[config.mk]
export PLATFORM = sky130hd
export DESIGN_NAME = product_accumulator
export DESIGN_NICKNAME = d
export VERILOG_FILES = /design/src/rtl/product_accumulator.sv
export SDC_FILE = /design/constraint.sdc
export NUM_CORES = 1
export LEC_CHECK = 0
export CAP_MARGIN = 20
export CORE_AREA = 2 2 84 94
export DETAILED_ROUTE_END_ITERATION = 7
export DIE_AREA = 0 0 86 96
export HOLD_SLACK_MARGIN = 0.05
export PLACE_DENSITY = 0.93
export SLEW_MARGIN = 20
export SYNTH_ARGS = -nofsm -noshare
export SYNTH_HDL_FRONTEND = slang
export SYNTH_SLANG_ARGS = --single-unit
[constraint.sdc]
create_clock -name clk -period 7 [get_ports clk]
set_input_delay 1.4 -clock clk [delete_from_list [all_inputs] [get_ports clk]]
set_output_delay 1.4 -clock clk [all_outputs]
set_load 0.01 [all_outputs]
[src/rtl/product_accumulator.sv]
// Saturating accumulator for a stream of unsigned 32-bit products, with a start/len
// command, valid/ready input handshake and a held result until the consumer takes it.
module product_accumulator #(
  parameter int ACC_W = 40,
  parameter int LEN_W = 8
) (
  input  logic             clk,
  input  logic             rst,
  input  logic             start,
  input  logic [LEN_W-1:0] len,
  input  logic             in_valid,
  output logic             in_ready,
  input  logic [31:0]      prod,
  output logic [ACC_W-1:0] acc_out,
  output logic             out_valid,
  input  logic             out_ready,
  output logic             busy,
  output logic             overflow
);

  typedef enum logic [1:0] {
    IDLE  = 2'd0,
    ACCUM = 2'd1,
    DONE  = 2'd2
  } state_t;

  localparam logic [LEN_W-1:0] CNT_ZERO = {LEN_W{1'b0}};
  localparam logic [LEN_W-1:0] CNT_ONE  = {{(LEN_W-1){1'b0}}, 1'b1};

  state_t             state_r, state_s;
  logic [ACC_W-1:0]   acc_r, acc_s;
  logic [LEN_W-1:0]   cnt_r, cnt_s;
  logic               ovf_r, ovf_s;
  logic [ACC_W:0]     sat_sum_s;

  // Returns {carry, value}: a carry out of ACC_W bits means the value is pinned at all-ones.
  function automatic logic [ACC_W:0] sat_add(input logic [ACC_W-1:0] a, input logic [31:0] p);
    logic [ACC_W:0] wide;
    wide = {1'b0, a} + {{(ACC_W+1-32){1'b0}}, p};
    if (wide[ACC_W]) begin
      sat_add = {1'b1, {ACC_W{1'b1}}};
    end else begin
      sat_add = wide;
    end
  endfunction

  // Next-state and datapath update.
  always_comb begin
    state_s   = state_r;
    acc_s     = acc_r;
    cnt_s     = cnt_r;
    ovf_s     = ovf_r;
    sat_sum_s = sat_add(acc_r, prod);
    case (state_r)
      IDLE: begin
        if (start) begin
          acc_s = {ACC_W{1'b0}};
          ovf_s = 1'b0;
          cnt_s = len;
          if (len == CNT_ZERO) begin
            state_s = DONE;
          end else begin
            state_s = ACCUM;
          end
        end else begin
          state_s = IDLE;
        end
      end
      ACCUM: begin
        if (in_valid) begin
          acc_s = sat_sum_s[ACC_W-1:0];
          ovf_s = ovf_r | sat_sum_s[ACC_W];
          cnt_s = cnt_r - CNT_ONE;
          if (cnt_r == CNT_ONE) begin
            state_s = DONE;
          end else begin
            state_s = ACCUM;
          end
        end else begin
          state_s = ACCUM;
        end
      end
      DONE: begin
        if (out_ready) begin
          state_s = IDLE;
        end else begin
          state_s = DONE;
        end
      end
      default: begin
        state_s = IDLE;
      end
    endcase
  end

  // State and datapath registers; rst overrides everything.
  always_ff @(posedge clk) begin
    if (rst) begin
      state_r <= IDLE;
      acc_r   <= {ACC_W{1'b0}};
      cnt_r   <= CNT_ZERO;
      ovf_r   <= 1'b0;
    end else begin
      state_r <= state_s;
      acc_r   <= acc_s;
      cnt_r   <= cnt_s;
      ovf_r   <= ovf_s;
    end
  end

  assign in_ready  = (state_r == ACCUM);
  assign out_valid = (state_r == DONE);
  assign busy      = (state_r != IDLE);
  assign acc_out   = acc_r;
  assign overflow  = ovf_r;

endmodule

# Yosys cells after proc, flatten, opt, wreduce, memory -nomap -nowiden
# Cells that the tools add are included.
[op_classes] n_bitwise=1 n_reduce_logical=5 muxes=16 eq_ne=5 addsub=2
[op_table] operator="two-way mux 40 bit" n=2
[op_table] operator="case mux 40 bit (2 select lines)" n=1
[op_table] operator="adder 40 x 32 -> 41 bit" n=1
[op_table] operator="two-way mux 41 bit" n=1
[op_table] operator="two-way mux 8 bit" n=2
[op_table] operator="case mux 8 bit (2 select lines)" n=1
[op_table] operator="two-way mux 2 bit" n=5
[op_table] operator="== test 8 x 1 -> 1 bit (second input constant)" n=1
[op_table] operator="logical NOT 8 bit" n=1
[op_table] operator="subtractor 8 x 1 -> 8 bit (second input constant)" n=1
[op_table] operator="case mux 2 bit (3 select lines)" n=1
[op_table] operator="!= test 2 bit (second input constant)" n=2
[op_table] operator="nonzero test 2 bit" n=2
[op_table] operator="AND reduction 3 bit" n=1
[op_table] operator="== test 2 x 1 -> 1 bit (second input constant)" n=1
[op_table] operator="== test 2 bit (second input constant)" n=1
[op_table] operator="logical NOT 2 bit" n=1
[op_table] operator="two-way mux 1 bit" n=2
[op_table] operator="case mux 1 bit (2 select lines)" n=1
[op_table] operator="OR 1 bit" n=1
[word_totals] word_cells=33 in_bits=45 output_inout_bits=44 reg_bits=51

# Longest topological paths before layout
[depth] ltp_word=5 ltp_mapped=11 depth_no_buf=11

# Worst setup path before layout
# OpenSTA, ideal clock, no wires.
[synth_path] kind="input port to flip-flop" startpoint="input port prod[9]" endpoint="register acc_r[29], in the netlist acc_out[29]" setup_slack_ns=3.092 setup_time_ns=0.122 path_stages=9 n_path_buf=0 t_arrival_ns=3.786 required_time_ns=6.878 path_cell_list="ha_1 > and4_1 > a221o_1 > a31o_4 > a31o_4 > a2111oi_4 > o31ai_2 > xor2_1 > a221o_1"
[synth_between] elab_chain_len=4
[synth_rtl] item="start, declared" line="13" rtl="input logic [31:0] prod,"
[synth_rtl] item="adder 40 x 32 -> 41 bit" line="39" rtl="wide = {1'b0, a} + {{(ACC_W+1-32){1'b0}}, p};"
[synth_rtl] item="two-way mux 41 bit" line="40" rtl="if (wide[ACC_W]) begin"
[synth_rtl] item="two-way mux 40 bit" line="70" rtl="if (in_valid) begin"
[synth_rtl] item="case mux 40 bit (2 select lines)" line="54" rtl="case (state_r)"
[synth_rtl] item="end signal, assigned" line="100" rtl="acc_r <= {ACC_W{1'b0}};"
[synth_rtl] item="end signal, assigned" line="105" rtl="acc_r <= acc_s;"
[synth_rtl] item="end, declared" line="31" rtl="logic [ACC_W-1:0] acc_r, acc_s;"
# Every way passes these cells. The select of a mux whose other input is x is not followed.
# A chain may end at the register's enable or synchronous reset.

# Worst setup path after layout
[layout_path] startpoint="input port prod[17]" endpoint="register acc_r[25], in the netlist acc_out[25]"
# The elaborated chain is that of the path after synthesis.

==> metrics.md <==
| Metric | Value |
|---|---|
| Outcome | finished clean |
| Ys async rst share | 0 |
| Post-CTS setup repair buffer count | 0 |
| P&R area growth vs syn | 25.3% |
| Int Power | 0.531 mW |
| RSZ-0062 raised after global routing | no |
| Antenna Cells | 0 |
| Slowest CP cell | nor3_1 |
| CTS Sinks | 51 |
| CTS clk-pin slew, worst paths | 0.09 ns |
| Reg power frac | 0.404 |
| Routed WL | 11600 µm |
| Largest net degree at the start of global routing | 44 |
| Cell Area, Synth | 3960 µm² |
| Post-cts resize count | 0 |
| Antenna violations before repair | 0 |
| Layout cells sized above 1 | 0.0344 |
| Cell Rows | 33 |
| Hold EP | acc_out[26] |
| Critical path, cell by cell | clkdlybuf4s50_1, ha_1, nand2_1, o21ai_0, nor2_1, a211oi_1, o2111ai_1, a21oi_1, nand3_2, nor3_1, a221o_1 |
| Final cell count without fillers | 669 |
| CTS tree | built |
| Clk root buf | clkbuf_8 |
| Fin util | 0.678 |
| DR vias/cell | 6.43 |
| Hold Path Cell Cnt | 2 |
| Count of endpoints failing setup in the final report | 0 |
| Maximum clock rate | 218 MHz |
| Die area | 8260 µm² |
| Vias | 4305 |
| Worst-path fanout max | 16 |
| WHS | 0.473 ns |
| Tmin final | 4.59 ns |
| HPWL after DPL | 8660 µm |
| Router iterations before antenna repair | 5 |
| Synth area leaders | dfxtp_1, ha_1, a21oi_1 |
| Vias in the first global route | 4035 |
| Tightest Pin Transition | 1.08 ns |
| P_leak | 1.96 nW |
| Remaining DRCs | 0 |
| DIE WIDTH | 86 µm |
| Core box area | 7310 µm² |
| Largest area contributor in the netlist | dfxtp_1 |
| Clock power frac | 0.267 |
| Total gr overflow | 0 |
| Total GRT Usage | 0.280 |
| Clock skew | 0.00630 ns |
| # IOs | 89 |
| Number of distinct library cells after synthesis | 53 |
| Avg Cell Area, Syn | 7.68 µm² |
| R2R Setup Slk | 3.56 ns |
| CTS Hold Bufs | 0 |
| Max transition margin | 0.278 |
| Wirelength per Cell | 17.4 µm |
| Tcrit/Tclk final | 0.656 |
| Reg2Reg Launch Point | acc_out[17] |
| CTS buffer count | 5 |
| Top delay family on crit path | compound AO/OA/AOI/OAI gates |
| IO buf count | 88 |
| Final #Nets | 661 |
| Combinational share of power | 0.329 |
| Place WS | 2.16 ns |
| CP max stage delay | 0.47 ns |
| Net Switching | 0.267 mW |
| Gate Count Post-Synth | 515 |
| Yosys warns | 0 |
| Buf/Inv on CP | 1 |
| Setup CP Type | input port to flop |
| First DRT Iteration DRCs | 383 |
| Final WS setup | 2.41 ns |
| Sw Ratio | 0.335 |
| Slew Viols, Final | 0 |
| Top cell type's share of synthesized area | 0.258 |
| FF+latch count, synth | 51 |
| Worst Hold Launch | acc_out[26] |
| Longest Clk Path Bufs | 2 |
| First-pass GRT wire length | 18700 µm |
| Final antenna-violating net count | 0 |
| Prevailing post-synth register cell | dfxtp_1 |
| Post-synthesis sequential area ratio | 0.258 |
| Reg2Reg Depth | 10 |
| Sum Neg Setup Slack | 0 ns |
| Post-synth EDFFs | 0 |
| Inst Count DP | 661 |
| Worst hold path type | flop to flop |
| Worst vdd ir | 0.0000935 V |
| Power per cell area | 161 nW/µm² |
| Max cap viols | 0 |
| Die height | 96 µm |
| RR Endpoint | acc_out[25] |
| Syn Nets | 595 |
| Htree depth | 2 |
| Clk_lat worst skew | 0.31 ns |
| Startpoint Class | input port |
| Crit path capture type | flop |
| WP data arrival | 4.85 ns |
| CP startpoint | prod[17] |
| Starting Density | 0.541 |
| Final hold vios | 0 |
| RePlAce Congestion | 0.987 |
| Worst EP required | 7.26 ns |
==> power groups by stage <==
stage | registers [mW] | clock network, mW | logic, mW
floorplan | 0.329 | 0 | 0.165
global placement | 0.327 | 0 | 0.250
detailed placement | 0.328 | 0 | 0.256
CTS | 0.322 | 0.216 | 0.258
global route | 0.324 | 0.227 | 0.286
finish | 0.322 | 0.213 | 0.263
==> state kept, by name, summed over array words and instances, names as in the netlist <==
register	flops
acc_out	40
cnt_r	8
state_r	2
overflow	1
==> cells by family (layout without fill, tap and decap cells) <==
group                      after synthesis  count (layout)  synth area share
AOI/OAI and AO/OA                      194             194             0.332
and+or+nand+nor                        160             160             0.188
DFF                                     51              51             0.258
buffers and inverters                   46             113            0.0456
adders and majority gates               35              35             0.113
xor gates and xnor gates                29              29            0.0642
==> cell type report <==
| class | count | area, µm² |
|---|---|---|
| sequential | 51 | 1020 |
| tap | 87 | 109 |
| inverter | 15 | 56.3 |
| clock inverter | 3 | 47.5 |
| multi-input combinational | 418 | 2760 |
| fill | 592 | 2350 |
| clock buffer | 5 | 68.8 |
| timing repair buffer | 90 | 896 |
==> synthesized netlist by cell type, types with 2 or more instances <==
library cell	instances
a21oi_1	66
nand2_1	54
dfxtp_1	51
nor2_1	44
ha_1	34
o21ai_0	27
clkbuf_1	25
a21o_1	18
xnor2_1	16
a311oi_1	15
inv_1	15
a211oi_1	13
xor2_1	13
nand4_1	12
nor3_1	11
nand3_1	10
a31oi_1	8
buf_2	6
nor2b_1	6
a221o_1	5
a221oi_1	5
o21bai_1	5
and3_1	4
nand2b_1	4
o21a_1	4
a21boi_0	3
a22oi_1	3
and2_1	3
nand4b_1	3
nor4_1	3
o31ai_1	3
a31o_4	2
o2111ai_1	2
o22ai_1	2
or3_1	2
==> per-stage QoR <==
step	instance area (µm²)	power, mW
floorplan	3960	0.494
global placement	4840	0.577
detailed placement	4840	0.584
CTS	4950	0.795
global route	4950	0.837
finish	4950	0.798
==> worst register-to-register path: cells and delay by family (launching register included) <==
kind / cells / cell delay (ns)
AOI/OAI and AO/OA: 5 / 1.45
adders and majority gates: 1 / 0.45
DFF: 1 / 0.36
and+or+nand+nor: 4 / 1.11
==> cells in the final DEF (no fill, tap or decap), drive strengths merged, types with 12 or more instances in the layout <==
cell type      netlist  final
a211oi              14     14
a311oi              15     15
a21o                18     18
nor2                45     45
clkdlybuf4s50        0     88
xnor2               16     16
a21oi               67     67
inv                 15     16
xor2                13     13
o21ai               28     28
nand2               54     54
ha                  34     34
dfxtp               51     51
nand4               12     12
==> per-layer routing <==
metal | GRT usage | wire length (µm)
met2 | 0.486 | 5690
met4 | 0.130 | 378
met5 | 0 | 0
met1 | 0.339 | 4840
met3 | 0.0437 | 699
==> how the worst max path moves through the flow <==
| stage | end | slack [ns] | depth (start not counted) |
|---|---|---|---|
| 3_5_place_dp | acc_out[27] | 2.16 | 12 |
| 3_3_place_gp | acc_out[31] | 2.25 | 12 |
| 4_1_cts | acc_out[25] | 2.48 | 12 |
| 6_report | acc_out[25] | 2.41 | 11 |
| 5_1_grt | acc_out[25] | 2.12 | 11 |
| 2_1_floorplan | acc_out[29] | 3.09 | 9 |
Note: power is estimated with default switching activity, not from simulation.
